<file path="config.mk">
export PLATFORM = sky130hd
export DESIGN_NAME = shift_reg_tx
export DESIGN_NICKNAME = d
export VERILOG_FILES = /design/src/rtl/shift_reg_tx.sv
export SDC_FILE = /design/constraint.sdc
export NUM_CORES = 1
export LEC_CHECK = 0
export ABC_AREA = 0
export CAP_MARGIN = 20
export CELL_PAD_IN_SITES_DETAIL_PLACEMENT = 0
export CELL_PAD_IN_SITES_GLOBAL_PLACEMENT = 1
export CORE_MARGIN = 10
export CORE_UTILIZATION = 45
export DETAILED_ROUTE_END_ITERATION = 16
export PLACE_DENSITY_LB_ADDON = 0.1
export SLEW_MARGIN = 20
export SYNTH_ARGS = -nofsm -noshare
export SYNTH_HDL_FRONTEND = slang
export SYNTH_SLANG_ARGS = --single-unit
</file>
<file path="constraint.sdc">
create_clock -name CLK -period 4.6 [get_ports CLK]
set_clock_uncertainty 0.2 [all_clocks]
set_input_delay 0.92 -clock CLK [delete_from_list [all_inputs] [get_ports CLK]]
set_output_delay 0.92 -clock CLK [all_outputs]
set_load 0.01 [all_outputs]
</file>
<file path="src/rtl/shift_reg_tx.sv">
// Parallel-in, serial-out transmitter with a one-entry holding register.
// Words are shifted out MSB- or LSB-first, one bit per CE pulse, and back-to-back words follow each other with no gap.
module shift_reg_tx #(
  parameter int W = 8
) (
  input  logic         CLK,
  input  logic         CLR_N,
  input  logic         CE,
  input  logic         DIR,
  input  logic [W-1:0] LOAD_DATA,
  input  logic         LOAD_VALID,
  output logic         LOAD_READY,
  output logic         Q,
  output logic         FRAME,
  output logic         DONE,
  output logic         dbg_state
);

  localparam int CW = $clog2(W);
  localparam logic [CW-1:0] CNT_LAST = CW'(W - 1);

  typedef enum logic {
    S_IDLE  = 1'b0,
    S_SHIFT = 1'b1
  } state_e;

  state_e         state_q, state_d;
  logic [W-1:0]   sreg_q, sreg_d;
  logic [CW-1:0]  cnt_q, cnt_d;
  logic           dir_l_q, dir_l_d;
  logic [W-1:0]   hold_q, hold_d;
  logic           hold_dir_q, hold_dir_d;
  logic           hold_full_q, hold_full_d;
  logic           q_q, q_d;
  logic           frame_q, frame_d;
  logic           done_q, done_d;
  logic           accept;
  logic           last_edge;

  // Load handshake: a word (with its DIR) is taken on any rising edge where
  // LOAD_VALID and LOAD_READY are both high; LOAD_READY depends only on hold_full_q.
  assign accept    = LOAD_VALID & ~hold_full_q;
  assign last_edge = (state_q == S_SHIFT) & CE & (cnt_q == CNT_LAST);

  always_comb begin
    state_d     = state_q;
    sreg_d      = sreg_q;
    cnt_d       = cnt_q;
    dir_l_d     = dir_l_q;
    hold_d      = hold_q;
    hold_dir_d  = hold_dir_q;
    hold_full_d = hold_full_q;
    done_d      = 1'b0;
    case (state_q)
      S_IDLE: begin
        if (accept) begin
          sreg_d  = LOAD_DATA;
          dir_l_d = DIR;
          cnt_d   = '0;
          state_d = S_SHIFT;
        end
      end
      S_SHIFT: begin
        if (CE) begin
          if (cnt_q != CNT_LAST) begin
            sreg_d = dir_l_q ? {sreg_q[W-2:0], 1'b0} : {1'b0, sreg_q[W-1:1]};
            cnt_d  = cnt_q + CW'(1);
          end else begin
            done_d = 1'b1;
            cnt_d  = '0;
            if (hold_full_q) begin
              sreg_d      = hold_q;
              dir_l_d     = hold_dir_q;
              hold_full_d = 1'b0;
            end else if (accept) begin
              sreg_d  = LOAD_DATA;
              dir_l_d = DIR;
            end else begin
              sreg_d  = '0;
              dir_l_d = 1'b0;
              state_d = S_IDLE;
            end
          end
        end
        // Only the final edge with an empty hold loads directly; any other accept parks the word.
        if (accept && !last_edge) begin
          hold_d      = LOAD_DATA;
          hold_dir_d  = DIR;
          hold_full_d = 1'b1;
        end
      end
      default: state_d = S_IDLE;
    endcase
    frame_d = (state_d == S_SHIFT);
    q_d     = frame_d & (dir_l_d ? sreg_d[W-1] : sreg_d[0]);
  end

  always_ff @(posedge CLK or negedge CLR_N) begin
    if (!CLR_N) begin
      state_q     <= S_IDLE;
      sreg_q      <= '0;
      cnt_q       <= '0;
      dir_l_q     <= 1'b0;
      hold_q      <= '0;
      hold_dir_q  <= 1'b0;
      hold_full_q <= 1'b0;
      q_q         <= 1'b0;
      frame_q     <= 1'b0;
      done_q      <= 1'b0;
    end else begin
      state_q     <= state_d;
      sreg_q      <= sreg_d;
      cnt_q       <= cnt_d;
      dir_l_q     <= dir_l_d;
      hold_q      <= hold_d;
      hold_dir_q  <= hold_dir_d;
      hold_full_q <= hold_full_d;
      q_q         <= q_d;
      frame_q     <= frame_d;
      done_q      <= done_d;
    end
  end

  assign LOAD_READY = ~hold_full_q;
  assign Q          = q_q;
  assign FRAME      = frame_q;
  assign DONE       = done_q;
  assign dbg_state  = state_q;

endmodule
</file>
==> results.cfg <==
[floorplan]
rows = 20
initial_core_util_pct = 46.5
pin_count = 18
die_h_um = 75.7
die_area_um2 = 5740
die_w_um = 75.7
core_area_um2 = 3000

[power]
power_switching_uw = 378
internal-power_uw = 597
p_leak_nw = 0.675
power.share.clock_pct = 10.1
p_comb_share_pct = 45.2
powerDensity_nw_per_um2 = 616
peakVddDrop_mv = 0.250
p_seq_share_pct = 44.7
power.total_uw = 975
p_sw_share_pct = 38.8

[setup_path]
cp_max_fo = 9
cp-end-kind = flop
critical_path_arrival_ns = 2.81
critical_path_class = input port to flop
regToRegEndpoint = Q
cp_slowest_cell = clkdlybuf4s50_1
cp_top_family = simple AND/OR/NAND/NOR gates
startpoint_type = input port
crit_chain = clkdlybuf4s50_1 > nor2b_1 > nand3_1 > mux2_2
required_ns = 4.62
rr_worst_depth = 6
critical_path.max_stage_delay_ns = 0.55
r2r_slack_ns = 2.32
critPathBufInv = 1
rr_startpoint = cnt_q[0]

[clocking]
cts_hold_buffers = 0
cts_buffers = 3
post_cts_resized = 0
post_cts_buffers = 0
cts_root_buf = clkbuf_4
htreeDepth = 1
cts_tree = done
clockBufferDepth = 2
clock_latency_ns = 0.32
cts.sinks = 25
path_clk_slew_ns = 0.14

[placed_design]
io_buffers = 17
dpl.cell_count = 178
place_congestion = 0.810
place_area_um2 = 1560
hpwl_um = 2370

[global_routing]
grt_usage_pct = 12.3
overflow = 0
grt_pass1_vias = 1149
grt_antenna_before_repair = 0
grt_pass1_wl_um = 5470
grt_max_degree = 26

[finish]
n_antenna_cell = 0
area_growth_pct = 13.2
stdcell_count = 182
drive_gt1_share_pct = 14.1
fin_util_pct = 52.7
final_nets = 166
fillers = 294
fin_area_um2 = 1580

[worst_hold_path]
hp-start = hold_q[7]
whs_path_depth = 1
hold_class = flop to flop
hold-path-endpoint = hold_q[7]

[routing]
viasPerCell = 6.08
drt-initial-drc-count = 53
dr.pass1.iters = 4
wl_per_cell_um = 17.7
routed-via-count = 1106
wl_um = 3220
drc = 0
detail-route-antenna-nets = 0

[logic_synthesis]
synthFlopType = dfrtp_1
syn_nets = 153
synth_cells = 137
synth_edf_count = 0
avgSynthCellArea_um2 = 10.2
ys_seq_elements = 25
ys_types = 39
ys.warnings.count = 0
synthesis.area_um2 = 1400
yosysSeqAreaShare_pct = 44.8
synth-async-reset-ratio_pct = 100

[sta]
slew_headroom_pct = 59.3
period_share_pct = 60.7
fin_crit_ns = 2.79
final-hold-violation-count = 0
drv_slew = 0
grt_setup_unrepaired = no
setup_tns_ns = 0
worst_pin_slew_ns = 0.608
setup_viol = 0
fmax_ghz = 0.358

[status]
status = finished, final reports clean

[job]
cap_violations = 0
## cell usage after synthesis (all sizes together) (2+ instances only)
| cell type | number | share of area, % |
|---|---|---|
| a221oi | 3 | 1.9 |
| mux2i | 10 | 7.2 |
| nand2 | 9 | 2.4 |
| nand3 | 4 | 1.4 |
| a41oi | 2 | 1.3 |
| buf | 5 | 2.4 |
| nand4b | 2 | 1.3 |
| a21oi | 7 | 2.5 |
| dfrtp | 25 | 45 |
| mux2 | 9 | 7.3 |
| a31o | 3 | 1.9 |
| o21ba | 2 | 1.4 |
| nor3 | 5 | 1.8 |
| o21ai | 7 | 2.5 |
| or3 | 2 | 0.90 |
| inv | 9 | 2.4 |
| nor2 | 6 | 1.6 |
| ha | 3 | 2.7 |
| a221o | 2 | 1.4 |
| a31oi | 5 | 2.2 |
| clkbuf | 4 | 1.1 |
## layout make-up
| class | count | area [um2] | share of cell area, % |
|---|---|---|---|
| repair buffers | 17 | 165 | 10.4 |
| well taps | 33 | 41.3 | 2.61 |
| multi-input cells | 94 | 689 | 43.6 |
| flip-flops and latches | 25 | 626 | 39.6 |
| inverters | 9 | 33.8 | 2.14 |
| clock buffers | 4 | 26.3 | 1.66 |
## routing by layer
metal  routed length [um]  vias up  GRT usage [%]
li1                     -      530              -
met1                 1470      531           16.6
met2                 1460       41           18.7
met3                  253        4           2.73
met4                   35        0           4.74
met5                    0        -              0
## worst max-delay path by stage
| stage | startpoint | to | slack, ns | cells after the start |
|---|---|---|---|---|
| finish | LOAD_VALID | hold_q[6] | 1.81 | 4 |
| detailed placement | LOAD_VALID | hold_q[6] | 1.45 | 4 |
| global route | LOAD_VALID | hold_q[6] | 1.69 | 4 |
| CTS | LOAD_VALID | hold_q[6] | 1.81 | 4 |
| global placement | CE | Q | 1.55 | 5 |
| floorplan | CE | Q | 2.36 | 5 |
## state kept, by name, summed over array words and instances, names as in the netlist
signal	cells
Q	1
hold_q	8
dir_l_q	1
cnt_q	3
FRAME	1
hold_dir_q	1
hold_full_q	1
sreg_q	8
DONE	1
## per-stage QoR
step                      hold slack, ns  setup slack, ns
after floorplan                    0.271             2.36
after global placement             0.289             1.55
after detailed placement           0.293             1.45
after CTS                          0.323             1.81
after global routing               0.340             1.69
final                              0.325             1.81
## power groups by stage
stage | clock network [mW] | registers (mW) | logic [mW]
CTS | 0.102 | 0.433 | 0.446
global route | 0.114 | 0.451 | 0.500
finish | 0.0982 | 0.436 | 0.441
detailed placement | 0 | 0.439 | 0.443
floorplan | 0 | 0.388 | 0.365
global placement | 0 | 0.437 | 0.430
## logic make-up (layout without fill, tap and decap cells)
family                   Yosys count  in the layout  synth area share (%)
AO/OA/AOI/OAI                     35             35                  17.8
adder cells (fa/ha/maj)            3              3                  2.69
buffers and inverters             18             30                  5.91
flip-flops                        25             25                  44.8
multiplexers                      19             19                  14.4
AND/OR/NAND/NOR                   37             37                  14.4
## worst register-to-register path, stage by stage, from the launching register on
cell and delay [ns]:
dfrtp_1 0.42, ha_1 0.23, ha_1 0.37, or3b_2 0.52
a41oi_1 0.20, o21ba_2 0.20, o22ai_2 0.08
## layout by cell type (no fill, tap or decap), types with 4 or more instances in the layout
| cell type | count |
|---|---|
| nand3_1 | 4 |
| nand2_1 | 9 |
| nor3_1 | 5 |
| a21oi_1 | 7 |
| a31oi_1 | 5 |
| nor2_1 | 6 |
| inv_1 | 8 |
| clkdlybuf4s50_1 | 16 |
| mux2i_1 | 10 |
| mux2_2 | 9 |
| dfrtp_1 | 25 |
| o21ai_0 | 5 |
Note: power is estimated with default switching activity, not from simulation.
